### src/rtl/muldiv_unit.sv
// muldiv_unit: sequential WIDTH-bit multiply/divide unit with HI/LO results.
// Multiply is shift-add and divide is restoring, one bit per clock, both on
// operand magnitudes with a final sign-correction step.
// Optional feature macro: MULDIV_DIV_EN. When it is defined the divider is
// built; when it is undefined every divide request finishes one cycle after
// acceptance with hi/lo unchanged and div_zero low.
module muldiv_unit #(
   parameter int WIDTH = 32
) (
   input  logic             clk,
   input  logic             reset,
   input  logic             start,
   input  logic [1:0]       op,
   input  logic [WIDTH-1:0] a,
   input  logic [WIDTH-1:0] b,
   output logic             busy,
   output logic             done,
   output logic             div_zero,
   output logic [WIDTH-1:0] hi,
   output logic [WIDTH-1:0] lo
);

   localparam int CW = $clog2(WIDTH + 1);
   localparam int W2 = 2 * WIDTH;

   typedef enum logic [1:0] {
      IDLE = 2'b00,
      CALC = 2'b01,
      FIX  = 2'b10,
      DONE = 2'b11
   } state_t;

   state_t           state;
   state_t           state_nxt;
   logic [CW-1:0]    count;
   logic [CW-1:0]    count_nxt;
   logic [W2-1:0]    acc;
   logic [W2-1:0]    acc_nxt;
   logic [W2-1:0]    mul_step;
   logic [W2-1:0]    prod;
   logic [WIDTH:0]   mul_sum;
   logic [WIDTH-1:0] mag_b;
   logic [WIDTH-1:0] mag_b_nxt;
   logic [WIDTH-1:0] hi_nxt;
   logic [WIDTH-1:0] lo_nxt;
   logic             sign_a;
   logic             sign_b;
   logic             neg_res;
   logic             neg_res_nxt;
   logic             early;
   logic             early_nxt;
   logic             busy_nxt;
   logic             done_nxt;
   logic             div_zero_nxt;
`ifdef MULDIV_DIV_EN
   logic             is_div;
   logic             is_div_nxt;
   logic             neg_rem;
   logic             neg_rem_nxt;
   logic             dz_pend;
   logic             dz_pend_nxt;
   logic             div_ge;
   logic [WIDTH:0]   div_shift;
   logic [W2-1:0]    div_step;
   logic [WIDTH-1:0] quo;
   logic [WIDTH-1:0] rem;
`endif

   // Two's-complement magnitude; the most negative value maps to 2^(WIDTH-1).
   function automatic logic [WIDTH-1:0] magnitude(input logic [WIDTH-1:0] v, input logic neg);
      if (neg) begin
         magnitude = ~v + WIDTH'(1);
      end else begin
         magnitude = v;
      end
   endfunction

   // One shift-add multiply iteration: acc = {partial product, remaining multiplier bits}.
   always_comb begin
      mul_sum = {1'b0, acc[W2-1:WIDTH]} + {1'b0, mag_b};
      if (acc[0]) begin
         mul_step = {mul_sum, acc[WIDTH-1:1]};
      end else begin
         mul_step = {1'b0, acc[W2-1:1]};
      end
   end

`ifdef MULDIV_DIV_EN
   // One restoring-division iteration: acc = {partial remainder, dividend/quotient bits}.
   always_comb begin
      div_shift = acc[W2-1:WIDTH-1];
      div_ge    = (div_shift >= {1'b0, mag_b});
      if (div_ge) begin
         div_step = {div_shift[WIDTH-1:0] - mag_b, acc[WIDTH-2:0], 1'b1};
      end else begin
         div_step = {div_shift[WIDTH-1:0], acc[WIDTH-2:0], 1'b0};
      end
   end
`endif

   // Next-state and next-output logic for the control FSM and datapath.
   always_comb begin
      state_nxt    = state;
      count_nxt    = count;
      acc_nxt      = acc;
      mag_b_nxt    = mag_b;
      neg_res_nxt  = neg_res;
      early_nxt    = early;
      busy_nxt     = busy;
      done_nxt     = 1'b0;
      div_zero_nxt = div_zero;
      hi_nxt       = hi;
      lo_nxt       = lo;
      prod         = {W2{1'b0}};
      sign_a       = ~op[0] & a[WIDTH-1];
      sign_b       = ~op[0] & b[WIDTH-1];
`ifdef MULDIV_DIV_EN
      is_div_nxt   = is_div;
      neg_rem_nxt  = neg_rem;
      dz_pend_nxt  = dz_pend;
      quo          = acc[WIDTH-1:0];
      rem          = acc[W2-1:WIDTH];
`endif
      case (state)
         IDLE: begin
            if (start) begin
               busy_nxt    = 1'b1;
               neg_res_nxt = sign_a ^ sign_b;
               mag_b_nxt   = magnitude(b, sign_b);
               acc_nxt     = {{WIDTH{1'b0}}, magnitude(a, sign_a)};
`ifdef MULDIV_DIV_EN
               is_div_nxt  = op[1];
               neg_rem_nxt = sign_a;
               if (op[1] && (b == {WIDTH{1'b0}})) begin
                  state_nxt   = DONE;
                  early_nxt   = 1'b1;
                  dz_pend_nxt = 1'b1;
               end else begin
                  state_nxt   = CALC;
                  count_nxt   = CW'(WIDTH);
               end
`else
               if (op[1]) begin
                  state_nxt = DONE;
                  early_nxt = 1'b1;
               end else begin
                  state_nxt = CALC;
                  count_nxt = CW'(WIDTH);
               end
`endif
            end else begin
               state_nxt = IDLE;
            end
         end
         CALC: begin
            count_nxt = count - CW'(1);
`ifdef MULDIV_DIV_EN
            if (is_div) begin
               acc_nxt = div_step;
            end else begin
               acc_nxt = mul_step;
            end
`else
            acc_nxt = mul_step;
`endif
            if (count == CW'(1)) begin
               state_nxt = FIX;
            end else begin
               state_nxt = CALC;
            end
         end
         FIX: begin
            // Results are written only here, on the FIX->DONE edge.
`ifdef MULDIV_DIV_EN
            if (is_div) begin
               lo_nxt = neg_res ? (~quo + WIDTH'(1)) : quo;
               hi_nxt = neg_rem ? (~rem + WIDTH'(1)) : rem;
            end else begin
               prod   = neg_res ? (~acc + W2'(1)) : acc;
               hi_nxt = prod[W2-1:WIDTH];
               lo_nxt = prod[WIDTH-1:0];
            end
`else
            prod   = neg_res ? (~acc + W2'(1)) : acc;
            hi_nxt = prod[W2-1:WIDTH];
            lo_nxt = prod[WIDTH-1:0];
`endif
            done_nxt  = 1'b1;
            state_nxt = DONE;
         end
         DONE: begin
            // Early entries (divide by zero / divider absent) wait one cycle
            // before pulsing done so it lands one edge after acceptance.
            if (early) begin
               early_nxt    = 1'b0;
               done_nxt     = 1'b1;
`ifdef MULDIV_DIV_EN
               div_zero_nxt = dz_pend;
               dz_pend_nxt  = 1'b0;
`else
               div_zero_nxt = 1'b0;
`endif
               state_nxt    = DONE;
            end else begin
               done_nxt     = 1'b0;
               div_zero_nxt = 1'b0;
               busy_nxt     = 1'b0;
               state_nxt    = IDLE;
            end
         end
         default: begin
            state_nxt = IDLE;
            busy_nxt  = 1'b0;
         end
      endcase
   end

   // Control FSM state register.
   always_ff @(posedge clk or posedge reset) begin
      if (reset) begin
         state <= IDLE;
      end else begin
         state <= state_nxt;
      end
   end

   // Datapath and registered outputs.
   always_ff @(posedge clk or posedge reset) begin
      if (reset) begin
         count    <= {CW{1'b0}};
         acc      <= {W2{1'b0}};
         mag_b    <= {WIDTH{1'b0}};
         neg_res  <= 1'b0;
         early    <= 1'b0;
         busy     <= 1'b0;
         done     <= 1'b0;
         div_zero <= 1'b0;
         hi       <= {WIDTH{1'b0}};
         lo       <= {WIDTH{1'b0}};
`ifdef MULDIV_DIV_EN
         is_div   <= 1'b0;
         neg_rem  <= 1'b0;
         dz_pend  <= 1'b0;
`endif
      end else begin
         count    <= count_nxt;
         acc      <= acc_nxt;
         mag_b    <= mag_b_nxt;
         neg_res  <= neg_res_nxt;
         early    <= early_nxt;
         busy     <= busy_nxt;
         done     <= done_nxt;
         div_zero <= div_zero_nxt;
         hi       <= hi_nxt;
         lo       <= lo_nxt;
`ifdef MULDIV_DIV_EN
         is_div   <= is_div_nxt;
         neg_rem  <= neg_rem_nxt;
         dz_pend  <= dz_pend_nxt;
`endif
      end
   end

endmodule

### config.mk
export PLATFORM = sky130hd
export DESIGN_NAME = muldiv_unit
export DESIGN_NICKNAME = d
export VERILOG_FILES = /design/src/rtl/muldiv_unit.sv
export SDC_FILE = /design/constraint.sdc
export NUM_CORES = 1
export LEC_CHECK = 0
export ABC_AREA = 1
export CAP_MARGIN = 25
export CORE_ASPECT_RATIO = 1.25
export CORE_MARGIN = 10
export CORE_UTILIZATION = 53
export DETAILED_ROUTE_END_ITERATION = 10
export GPL_ROUTABILITY_DRIVEN = 0
export PLACE_DENSITY = 0.89
export SLEW_MARGIN = 25
export SYNTH_ARGS = -nofsm -noshare
export SYNTH_HDL_FRONTEND = slang
export SYNTH_SLANG_ARGS = --single-unit
### constraint.sdc
create_clock -name clk -period 5.6 [get_ports clk]
set_input_delay 0.84 -clock clk [delete_from_list [all_inputs] [get_ports clk]]
set_output_delay 0.84 -clock clk [all_outputs]
set_load 0.005 [all_outputs]
==> results of run 1 <==
-- placed cells by master (no fill, tap or decap), types with 12 or more instances in the layout --
master and n:
inv_2 12, xor2_1 53, inv_1 246, clkdlybuf4s50_1 134, nand3_1 204, nand2_1 695, ha_1 37, nand4_1 20
nor2_2 28, o21ai_0 116, a22oi_1 29, dfrtp_1 171, o21ai_1 15, a21oi_1 71, clkbuf_16 17, nor2_1 196
-- layer usage --
| layer | share of wire (%) | routed length [um] |
|---|---|---|
| met3 | 8.8 | 3500 |
| met2 | 46 | 18400 |
| met4 | 4.2 | 1660 |
| met1 | 40 | 16000 |
| met5 | 0 | 0 |
-- logic make-up after synthesis --
group | share of synthesized area [%]
compound gates | 11.4
xor+xnor | 4.20
fa+ha+maj | 3.68
buf+inv | 9.45
flops | 32.8
other cells | 0.0286
simple gates | 38.4
-- through the flow --
step | instance area, um2 | power [mW]
6_report | 15300 | 9.03
5_1_grt | 15300 | 9.83
4_1_cts | 15300 | 8.90
3_5_place_dp | 14700 | 7.65
3_3_place_gp | 14700 | 7.43
2_1_floorplan | 13100 | 5.97
-- worst reg2reg max path, cell delays in order (launching register included) --
cell and delay [ns]:
dfrtp_1 0.37, buf_4 0.24, inv_2 0.57, ha_1 0.34
nand2_1 0.15, nor2_4 0.19, inv_1 0.08, nor2_1 0.30
nand2_1 0.10, nand2_1 0.06, nand2_1 0.04, nand2_1 0.05
nand2_1 0.05, nand2_1 0.05, nand2_1 0.06
-- flip-flops by register name (all words and copies together), names as in the netlist --
| signal | flops |
|---|---|
| done | 1 |
| mag_b | 32 |
| hi | 32 |
| count | 6 |
| lo | 32 |
| busy | 1 |
| acc | 64 |
| early | 1 |
| neg_res | 1 |
| state | 2 |
-- power breakdown --
part           switching, mW  internal (mW)  total [mW]  leakage [nW]
clock network          0.584          0.602        1.19         0.287
logic                   3.30           1.98        5.28          5.36
registers              0.714           1.85        2.57          2.09
total                   4.60           4.43        9.03          7.73
-- how the worst max path moves through the flow --
stage,end,slack (ns),cells past startpoint
after floorplan,acc[0]$_DFFE_PP0P_,0.1,1
after global placement,acc[1]$_DFFE_PP0P_,2.60,7
after detailed placement,acc[1]$_DFFE_PP0P_,2.55,7
after CTS,hi[24]$_DFFE_PP0P_,2.92,14
after global routing,hi[24]$_DFFE_PP0P_,2.64,14
final,hi[24]$_DFFE_PP0P_,2.83,14
-- cells in the mapped netlist, types with 11 or more instances --
cell	n	area (um2)
a22oi_1	29	218
o21ai_0	116	581
dfrtp_1	172	4300
clkbuf_1	28	105
buf_2	22	110
ha_1	37	463
xor2_1	53	464
o22ai_1	11	68.8
nand3_1	204	1020
inv_2	12	45.0
nor2_1	199	747
o21ai_1	15	75.1
nand4_1	20	125
a21oi_1	71	355
inv_1	247	927
nor2_2	25	156
nand2_1	695	2610
nor3_1	11	55.1
-- area by class of cell --
type                            instances  area (um2)
Timing Repair Buffer                  145        1420
Sequential cell                       172        4310
Clock buffer                           17         425
Tap cell                              330         413
Inverter                              260         981
Fill cell                            2127        9120
Multi-Input combinational cell       1558        7590
Clock inverter                         15         165
==> qor.yml, run 1 <==
pre_cts_ws_ns: 2.55
setup_ws_ns: 2.83
path_clk_slew_ns: 0.07
timing.hold.ws_ns: 0.481
finalCritPeriodShare_pct: 49.4
cp.required_ns: 5.94
netlist_instances: 2050
die_h_um: 196
crit_start: "acc[0]$_DFFE_PP0P_"
met3_usage_pct: 4.42
grtUsageTotal_pct: 24.8
grt_pass1_wl_um: 65500
clk_latency_ns: 0.46
cap_viol_max_count: 0
core_area_um2: 24400
finalCriticalPeriod_ns: 2.77
met2_usage_pct: 41.1
post-route-drc-count: 0
cp.buffers_inverters: 3
ys_ff_latch: 172
grt_max_degree: 86
min_delay_worst_endpoint: "hi[26]$_DFFE_PP0P_"
hold_viol: 0
antenna_found_initial: 0
layout.cells.non_filler: 2497
die_w_um: 161
finalNetCount: 2261
num_vias: 14100
p_per_area_nw_per_um2: 590
finalSetupTns_ns: 0
p_leak_nw: 7.73
clock-sinks: 172
initial_utilization_pct: 53.7
routed_via_density: 5.67
ioPinCount: 136
arrival_ns: 3.11
synth.avg_cell_area_um2: 6.40
synthArstFlopShare_pct: 100
firstDrtPassIters: 8
port_buffers: 134
cp_common_cell: "nand2_1"
ctsLongestPathBuffers: 2
status: "finished clean"
end_kind: "flop"
overflow: 0
grt_pass1_vias: 13700
reg2reg_from: "acc[0]$_DFFE_PP0P_"
post_cts_resized: 0
crit-reg2reg-capture: "hi[24]$_DFFE_PP0P_"
dp.final_hpwl_um: 30600
fmax_ghz: 0.362
holdPathStages: 2
holdBufCountCts: 0
ir_drop_uv: 354
h-tree-depth: 4
path_class: "reg2reg"
drt_iter0_markers: 1637
antennaDiodeCount: 0
ant_nets: 0
postCtsSetupBuffers: 0
die_area_um2: 31500
ys.flop_type: "dfrtp_1"
slew_headroom_pct: 36.2
r2r_slack_ns: 2.83
cts-root-buf: "clkbuf_16"
drive_gt1_share_pct: 5.26
cts_tree: "yes"
rr_worst_depth: 14
cts-buffers-inserted: 17
maxSlewViolCount: 0
min_from: "hi[26]$_DFFE_PP0P_"
syn_to_final_growth_pct: 16.6
rows: 64
globalRouteMet1Util_pct: 30.8
dp.cells: 2465
slowest_delay_ns: 0.57
hold_class: "reg2reg"
wl_per_cell_um: 15.9
ys_warn_count: 0
critPathLaunchType: "flop"
syn_area_um2: 13100
setup_viol: 0
crit_fanout: 39
synth_edf_count: 0
grt_setup_unrepaired: "false"
synth_nets: 2157
path_delay_family: "simple AND/OR/NAND/NOR gates"
slowest_stage: "inv_2"
synthDistinctLibCells: 47
crit_chain: "buf_4 > inv_2 > ha_1 > nand2_1 > nor2_4 > inv_1 > nor2_1 > nand2_1 > nand2_1 > nand2_1 > nand2_1 > nand2_1 > nand2_1 > nand2_1"
seq_area_frac_synth_pct: 32.8
wirelength_um: 39600
busiest_layer: "met2"
final.setup_skew_ns: 0.0116
tightest_slew_ns: 0.956
post-route-util_pct: 62.7
Note: power is estimated with default switching activity, not from simulation.
==> run 2: changes to the inputs <==
clock period = 2.36 ns   (was 5.6 ns; I/O delays follow)
==> qor.yml, run 2 (synthesis results as in run 1) <==
wl_per_cell_um: 15.9
cp.required_ns: 2.70
dp.final_hpwl_um: 31000
final_cell_mix: "695 x nand2_1, 246 x inv_1, 203 x nand3_1"
h-tree-depth: 4
crit_fanout: 4
core_area_um2: 24400
clk_latency_ns: 0.46
design_area_um2: 15500
cts-root-buf: "clkbuf_16"
fmax_ghz: 0.461
p_per_area_nw_per_um2: 1390
final_common_cell: "nand2_1"
drive_gt1_share_pct: 6.04
wl_met1_um: 15600
ant_nets: 0
critPathLaunchType: "flop"
p_leak_nw: 7.83
p_total_mw: 21.6
routed-wl-met3_um: 4310
cts_tree: "yes"
arrival_ns: 2.51
n_fill_cell: 2094
end_kind: "flop"
hold_class: "in2async"
grt_max_degree: 59
port_buffers: 134
finalCriticalPeriod_ns: 2.17
routed_via_density: 5.68
dp.cells: 2482
clock-sinks: 172
ioPinCount: 136
post-route-util_pct: 63.4
status: "finished clean"
finalCritPeriodShare_pct: 91.8
path_class: "reg2reg"
rows: 64
maxUsedRoutingLayer: "met4"
ir_drop_uv: 686
die_h_um: 196
regMostFlops: "acc"
antenna_found_initial: 0
r2r_slack_ns: 0.19
grt_pass1_wl_um: 66400
initial_utilization_pct: 53.7
die_area_um2: 31500
slew_headroom_pct: 37.9
dpl_cell_area_um2: 14900
antennaDiodeCount: 0
setup_viol: 0
grt_pass1_vias: 13600
layout.cells.non_filler: 2514
cap_viol_max_count: 0
cts-buffers-inserted: 17
largest_register_ffs: 64
grtUsageTotal_pct: 25.2
post-route-drc-count: 0
syn_to_final_growth_pct: 17.9
wirelength_um: 40000
die_w_um: 161
num_vias: 14300
firstDrtPassIters: 7
maxSlewViolCount: 0
hold_viol: 0
tightest_slew_ns: 0.921
path_clk_slew_ns: 0.08
final.setup_skew_ns: 0.0124
wl_met2_um: 18300
grt_setup_unrepaired: "false"
drt_iter0_markers: 1547
ctsLongestPathBuffers: 2
overflow: 0
finalNetCount: 2278
[run 2: cell types whose count changed in the layout (fill, tap and decap cells not counted), moves of 2 or more]
cell and delta:
buf_12 +3, clkinv_4 +3, inv_6 -2, inv_8 -2
buf_4 +14
[run 2: report_power, final]
part	leakage, nW	switching (mW)	total, mW	internal, mW
Sequential	2.09	1.65	6.05	4.40
Combinational	5.46	7.89	12.7	4.78
Clock	0.290	1.39	2.83	1.44
[run 2: area by class of cell]
type	count	area, um2	area share, %
multi-input cells	1558	7600	49.1
flip-flops and latches	172	4310	27.8
repair buffers	162	1590	10.3
inverters	260	980	6.33
clock inverters	14	153	0.986
clock buffers	18	439	2.84
well taps	330	413	2.67
[run 2: metrics by stage]
stage | worst slack [ns] | hold slack (ns) | setup TNS (ns)
2_1_floorplan | -0.191 | 0.453 | -32.80
3_3_place_gp | 0.227 | 0.466 | 0
3_5_place_dp | 0.147 | 0.465 | 0
4_1_cts | 0.239 | 0.389 | 0
5_1_grt | 0.0249 | 0.436 | 0
6_report | 0.193 | 0.372 | 0
[run 2: final timing paths]
kind | cells after the start | end | startpoint
worst max-delay path | 12 | acc[54]$_DFFE_PP0P_ | acc[36]$_DFFE_PP0P_
worst min-delay path | 2 | acc[40]$_DFFE_PP0P_ | reset
worst max register to register | 12 | acc[54]$_DFFE_PP0P_ | acc[36]$_DFFE_PP0P_
worst min register to register | 2 | hi[20]$_DFFE_PP0P_ | hi[20]$_DFFE_PP0P_
max in group asynchronous | 3 | acc[59]$_DFFE_PP0P_ | reset
min in group clk | 2 | hi[20]$_DFFE_PP0P_ | hi[20]$_DFFE_PP0P_
[run 2: critical path: stages, from the launching register on]
cell and delay [ns]:
dfrtp_1 0.45, ha_1 0.40, nand2_1 0.12, nor2_1 0.15
nand3_1 0.08, nand2_1 0.11, nand2_1 0.07, nand2_1 0.20
nand2_1 0.11, nand3_1 0.08, nand3_1 0.12, nand2_1 0.09
nand2_1 0.05
[run 2: repair_timing]
item	4_1_cts	5_1_grt
hold buffers	0	0
setup endpoints to repair	0	2
gates resized for setup	0	2
buffers inserted	0	0
[run 2: metal layers]
layer	up-vias	track usage (%)
li1	6821	-
met4	0	11.6
met3	161	5.03
met2	854	41.1
met1	6446	31.6
met5	-	0
